--- config.mk ---
export PLATFORM = sky130hd
export DESIGN_NAME = adder_sequencer
export DESIGN_NICKNAME = d
export VERILOG_FILES = /design/src/rtl/adder_seq_pkg.sv /design/src/rtl/adder_parallel_4_bit.sv /design/src/rtl/adder_sequencer.sv
export SDC_FILE = /design/constraint.sdc
export NUM_CORES = 1
export LEC_CHECK = 0
export ABC_AREA = 1
export CORE_MARGIN = 4
export CORE_UTILIZATION = 47
export DETAILED_ROUTE_END_ITERATION = 10
export MAX_ROUTING_LAYER = met4
export PLACE_DENSITY = 0.85
export REMOVE_ABC_BUFFERS = 1
export SYNTH_ARGS = -nofsm -noshare
export SYNTH_HDL_FRONTEND = slang
export SYNTH_SLANG_ARGS = --single-unit
--- constraint.sdc ---
create_clock -name clk -period 2.84 [get_ports clk]
set_clock_uncertainty 0.2 [all_clocks]
set_input_delay 0.852 -clock clk [delete_from_list [all_inputs] [get_ports clk]]
set_output_delay 0.852 -clock clk [all_outputs]
set_load 0.02 [all_outputs]
--- src/rtl/adder_seq_pkg.sv ---
`default_nettype none
// ============================================================================
// Module      : adder_seq_pkg
// Description : Shared constants for the nibble-serial adder sequencer:
//               nibble width, FSM state encoding and one-hot grant codes.
// Revision    : 1.0 - initial release
// ============================================================================
package adder_seq_pkg;

    localparam int NIBBLE = 4;

    typedef enum logic [1:0] {
        IDLE = 2'd0,
        RUN  = 2'd1,
        DONE = 2'd2
    } state_t;

    localparam logic [1:0] GNT_NONE = 2'b00;
    localparam logic [1:0] GNT_REQ0 = 2'b01;
    localparam logic [1:0] GNT_REQ1 = 2'b10;

endpackage : adder_seq_pkg
`default_nettype wire

--- src/rtl/adder_parallel_4_bit.sv ---
`default_nettype none
// ============================================================================
// Module      : adder_parallel_4_bit
// Description : 4-bit ripple-carry adder, one nibble per call of the shared
//               datapath in adder_sequencer.
// Revision    : 1.0 - initial release
// ============================================================================
module adder_parallel_4_bit (
    input  logic [3:0] i_a,
    input  logic [3:0] i_b,
    input  logic       i_cin,
    output logic [3:0] o_sum,
    output logic       o_cout
);

    logic [4:0] w_c;

    assign w_c[0] = i_cin;

    // One full adder per bit, carry rippling from bit 0 upward
    generate
        for (genvar g = 0; g < 4; g++) begin : g_bit
            assign o_sum[g]  = i_a[g] ^ i_b[g] ^ w_c[g];
            assign w_c[g+1]  = (i_a[g] & i_b[g]) | (w_c[g] & (i_a[g] ^ i_b[g]));
        end
    endgenerate

    assign o_cout = w_c[4];

endmodule : adder_parallel_4_bit
`default_nettype wire

--- src/rtl/adder_sequencer.sv ---
`default_nettype none
// ============================================================================
// Module      : adder_sequencer
// Description : Two-requester, round-robin arbitrated WIDTH-bit adder built on
//               one shared 4-bit adder, processing one nibble per cycle LSB
//               first. Optional macro ADDER_SEQUENCER_OVERFLOW_EN adds a
//               two's-complement overflow output.
// Revision    : 1.0 - initial release
// ============================================================================
module adder_sequencer
    import adder_seq_pkg::*;
#(
    parameter int WIDTH = 16      // multiple of 4, at least 8
) (
    input  logic             clk,
    input  logic             rst,
    input  logic             req0,
    input  logic             req1,
    input  logic [WIDTH-1:0] num1_0,
    input  logic [WIDTH-1:0] num2_0,
    input  logic [WIDTH-1:0] num1_1,
    input  logic [WIDTH-1:0] num2_1,
    input  logic             incarry_0,
    input  logic             incarry_1,
    output logic [1:0]       grant,
    output logic             busy,
    output logic             done,
    output logic [WIDTH-1:0] sum,
`ifdef ADDER_SEQUENCER_OVERFLOW_EN
    output logic             overflow,
`endif
    output logic             outcarry
);

    localparam int                STEPS      = WIDTH / NIBBLE;
    localparam int                CNT_W      = $clog2(STEPS) + 1;
    localparam logic [CNT_W-1:0]  c_LAST_CNT = CNT_W'(STEPS - 1);

    state_t             r_state;
    state_t             w_next_state;
    logic [WIDTH-1:0]   r_a;
    logic [WIDTH-1:0]   r_b;
    logic [WIDTH-1:0]   r_sum;
    logic               r_carry;
    logic [CNT_W-1:0]   r_cnt;
    logic [1:0]         r_grant;
    logic               r_ptr;       // preferred requester on a tie

    logic               w_start;
    logic               w_win;       // 0 = requester 0, 1 = requester 1
    logic               w_last;
    logic [NIBBLE-1:0]  w_nib_sum;
    logic               w_nib_cout;

    // State register
    always_ff @(posedge clk or posedge rst) begin
        if (rst) r_state <= IDLE;
        else     r_state <= w_next_state;
    end

    // Next-state, arbitration and last-nibble decode
    always_comb begin
        w_next_state = r_state;
        w_start      = 1'b0;
        w_win        = r_ptr;
        w_last       = 1'b0;
        case (r_state)
            IDLE: begin
                if (req0 || req1) begin
                    w_start      = 1'b1;
                    w_next_state = RUN;
                    // On a tie the pointer decides; otherwise the lone requester
                    w_win        = (req0 && req1) ? r_ptr : req1;
                end
            end
            RUN: begin
                w_last = (r_cnt == c_LAST_CNT);
                if (w_last) w_next_state = DONE;
            end
            DONE:    w_next_state = IDLE;
            default: w_next_state = IDLE;
        endcase
    end

    // Grant, round-robin pointer and nibble counter
    always_ff @(posedge clk or posedge rst) begin
        if (rst) begin
            r_grant <= GNT_NONE;
            r_ptr   <= 1'b0;
            r_cnt   <= '0;
        end else if (w_start) begin
            r_grant <= w_win ? GNT_REQ1 : GNT_REQ0;
            r_cnt   <= '0;
        end else if (r_state == RUN) begin
            r_cnt   <= r_cnt + CNT_W'(1);
        end else if (r_state == DONE) begin
            r_grant <= GNT_NONE;
            // Hand preference to whoever was not just served
            r_ptr   <= r_grant[0];
        end
    end

    adder_parallel_4_bit u_nibble_adder (
        .i_a    (r_a[NIBBLE-1:0]),
        .i_b    (r_b[NIBBLE-1:0]),
        .i_cin  (r_carry),
        .o_sum  (w_nib_sum),
        .o_cout (w_nib_cout)
    );

    // Operand shift registers, sum assembly and carry chain across nibbles
    always_ff @(posedge clk or posedge rst) begin
        if (rst) begin
            r_a     <= '0;
            r_b     <= '0;
            r_sum   <= '0;
            r_carry <= 1'b0;
        end else if (w_start) begin
            r_a     <= w_win ? num1_1    : num1_0;
            r_b     <= w_win ? num2_1    : num2_0;
            r_carry <= w_win ? incarry_1 : incarry_0;
        end else if (r_state == RUN) begin
            r_a     <= r_a >> NIBBLE;
            r_b     <= r_b >> NIBBLE;
            r_sum   <= {w_nib_sum, r_sum[WIDTH-1:NIBBLE]};
            r_carry <= w_nib_cout;
        end
    end

`ifdef ADDER_SEQUENCER_OVERFLOW_EN
    logic r_msb_a;
    logic r_msb_b;
    logic r_ovf;

    // Operand sign bits shift out early, so keep them for the final nibble
    always_ff @(posedge clk or posedge rst) begin
        if (rst) begin
            r_msb_a <= 1'b0;
            r_msb_b <= 1'b0;
            r_ovf   <= 1'b0;
        end else if (w_start) begin
            r_msb_a <= w_win ? num1_1[WIDTH-1] : num1_0[WIDTH-1];
            r_msb_b <= w_win ? num2_1[WIDTH-1] : num2_0[WIDTH-1];
        end else if (w_last) begin
            r_ovf   <= (r_msb_a == r_msb_b) && (w_nib_sum[NIBBLE-1] != r_msb_a);
        end
    end

    assign overflow = r_ovf;
`endif

    assign grant    = r_grant;
    assign busy     = (r_state != IDLE);
    assign done     = (r_state == DONE);
    assign sum      = r_sum;
    assign outcarry = r_carry;

endmodule : adder_sequencer
`default_nettype wire

==> out/results.ini, run 1 <==
[critical_path]
cp.required_ps = 1790
critical_path.max_fanout = 3
reg2reg_setup_slack_ps = 440
reg2regPathDepth = 8
crit_arrival_ps = 1690
endpoint = done
r2r-end = sum[15]
worst_r2r_startpoint = outcarry
endpoint_kind = primary output
critPathLaunch = r_state[1]
critPathLaunchType = flop
critical_path_class = reg2out

[clock_tree]
cts_buffer_depth = 2
post-cts-setup-buffers = 0
cts-root-buf = clkbuf_8
insertion_delay_ps = 340
cts_hold_buf = 0
post_cts_resized = 0
cts-buffers-inserted = 9
clock_sinks = 57
path_clk_slew_ps = 70
cts_tree = built
htree_levels = 3

[timing]
fin_crit_sh = 0.964
setup_violations = 0
timing.fmax_mhz = 365
drv_slew = 0
period_needed_ps = 2740
worst_slack_ps = 102
tightest_slew_ps = 554
tns_ps = 0
max_slew_margin = 0.630
hold_viol = 0
grt_setup_unrepaired = false

[final_layout]
layout-area-overhead-vs-synth_pct = 40.5
nNetsFinal = 552
regArea_um2 = 1430
post_route_cells_drive_above_1_share = 0.0832
final_cell_mix = nand2_1 (158), clkdlybuf4s50_1 (90), dfrtp_1 (57)
mostFrequentLayoutCell = nand2_1
multi_input_area_um2 = 1290
n_antenna_cell = 0
n_fill_cell = 492

[synth]
synth_seq_area_share = 0.480
yosys.area.top_type_share = 0.480
avgSynthCellArea_um2 = 7.76
yosysTopAreaCell = dfrtp_1
ys_types = 24
netlist_top_cells_area = dfrtp_1 (48%), nand2_1 (20%), nor2_1 (4.2%), nand4_1 (3.8%), inv_1 (3.4%)
netlist_area_um2 = 2970
syn_inst = 383
synth-seq-cells = 57
yosysWarnings = 0

[pwr]
leakagePower_uw = 0.00206
powerDensity_nw_per_um2 = 1130
irDropWorstVdd_mv = 0.654

[grt]
grt.total_usage = 0.223
grt_pass1_wl_um = 12700
antenna_found_initial = 0
grt_max_degree = 43
grt_pass1_vias = 2847
grt-ovfl-total = 0

[die]
die_w_um = 87.5
rows = 28
core_area_um2 = 6030
dieArea_um2 = 7660
io_pins = 91
die_y_um = 87.5
start_util = 0.493

[placed_design]
io_buffers = 90
dpl.hpwl_um = 5620
gp_congestion = 0.795
place_ws_ps = 230

[routing]
postRouteAntennaNets = 0
drcViolationCount = 0
firstDrtPassIters = 4
drt_iter0_markers = 98
vias_per_cell = 5.07
wire_per_inst_um = 13.9
wirelength_um = 7740
vias = 2818

[worst_hold_path]
hold_depth = 2
hp-class = reg2reg

[run_status]
outcome = completed

[job]
maxCapViolCount = 0

[worst max-delay path, cell delays in order, from the launching register on]
cell and delay (ps):
dfrtp_1 450, inv_2 70, nor2_1 180, clkdlybuf4s50_1 640
[report_power, final]
group,switching (uW),internal (uW)
sequential,236,1210
combinational,1390,950
clock,332,605
[metal layers]
| metal | share of wire | GRT usage |
|---|---|---|
| met3 | 0.087 | 0.0433 |
| met1 | 0.41 | 0.268 |
| met5 | 0 | - |
| met2 | 0.48 | 0.356 |
| met4 | 0.019 | 0.113 |
[cell type report]
type,instances,share of cell area
multi-input cells,274,0.310
well taps,75,0.0225
clock buffers,11,0.0338
clock inverters,5,0.0246
inverters,33,0.0296
repair buffers,101,0.238
flip-flops and latches,57,0.341
[flip-flops by register name (all words and copies together) (netlist names)]
| signal | flops |
|---|---|
| r_a | 16 |
| grant | 2 |
| r_b | 16 |
| r_ptr | 1 |
| r_state | 2 |
| outcarry | 1 |
| sum | 16 |
| r_cnt | 3 |
[metrics by stage]
stage	area (um2)	hold slack (ps)	util	instances	total power, uW
6_report	4180	269	0.693	556	4720
4_1_cts	4180	274	0.693	556	4750
3_5_place_dp	3930	257	0.653	540	3790
3_3_place_gp	3930	252	0.653	540	3700
2_1_floorplan	2840	244	-	364	2890
5_1_grt	4180	308	0.693	556	5120
[worst min path at each step]
| stage | startpoint | end | slack [ps] |
|---|---|---|---|
| global placement | sum[1] | sum[1] | 250 |
| finish | sum[2] | sum[2] | 270 |
| global route | r_b[11] | r_b[11] | 310 |
| detailed placement | sum[2] | sum[2] | 260 |
| floorplan | r_a[5] | r_a[5] | 240 |
| CTS | sum[2] | sum[2] | 270 |
[synthesized netlist by cell type]
cell type  instances
a22o_1             1
buf_4              6
or2_1              3
o211ai_1           2
nor2_1            33
buf_2             10
buf_6              3
a21oi_1            1
dfrtp_1           57
o22ai_1            1
ha_1               2
nand3_1           20
nand2_1          158
o21ai_1           10
inv_1             27
inv_2              6
nand2_2            1
fa_1               4
nand4_1           18
o21ai_0            8
a22oi_1            6
nor2_4             3
nand3_4            1
nor2_2             2
[cell families (layout without fill, tap and decap cells)]
| kind of cell | after synthesis | after routing | share of synthesized area |
|---|---|---|---|
| buf+inv | 52 | 150 | 0.0850 |
| flops | 57 | 57 | 0.480 |
| compound gates | 29 | 29 | 0.0572 |
| fa+ha+maj | 6 | 6 | 0.0354 |
| simple gates | 239 | 239 | 0.343 |
Power figures use the tool's default switching activity.
==> run 2, diff against run 1 <==
--- a/config.mk
+++ b/config.mk
@@ -12,6 +12,7 @@
 export MAX_ROUTING_LAYER = met4
 export PLACE_DENSITY = 0.85
 export REMOVE_ABC_BUFFERS = 1
+export SKIP_CTS_REPAIR_TIMING = 1
 export SYNTH_ARGS = -nofsm -noshare
 export SYNTH_HDL_FRONTEND = slang
 export SYNTH_SLANG_ARGS = --single-unit
==> results of run 2 <==
The final DEF is identical to that of run 1; final timing and power are the same.
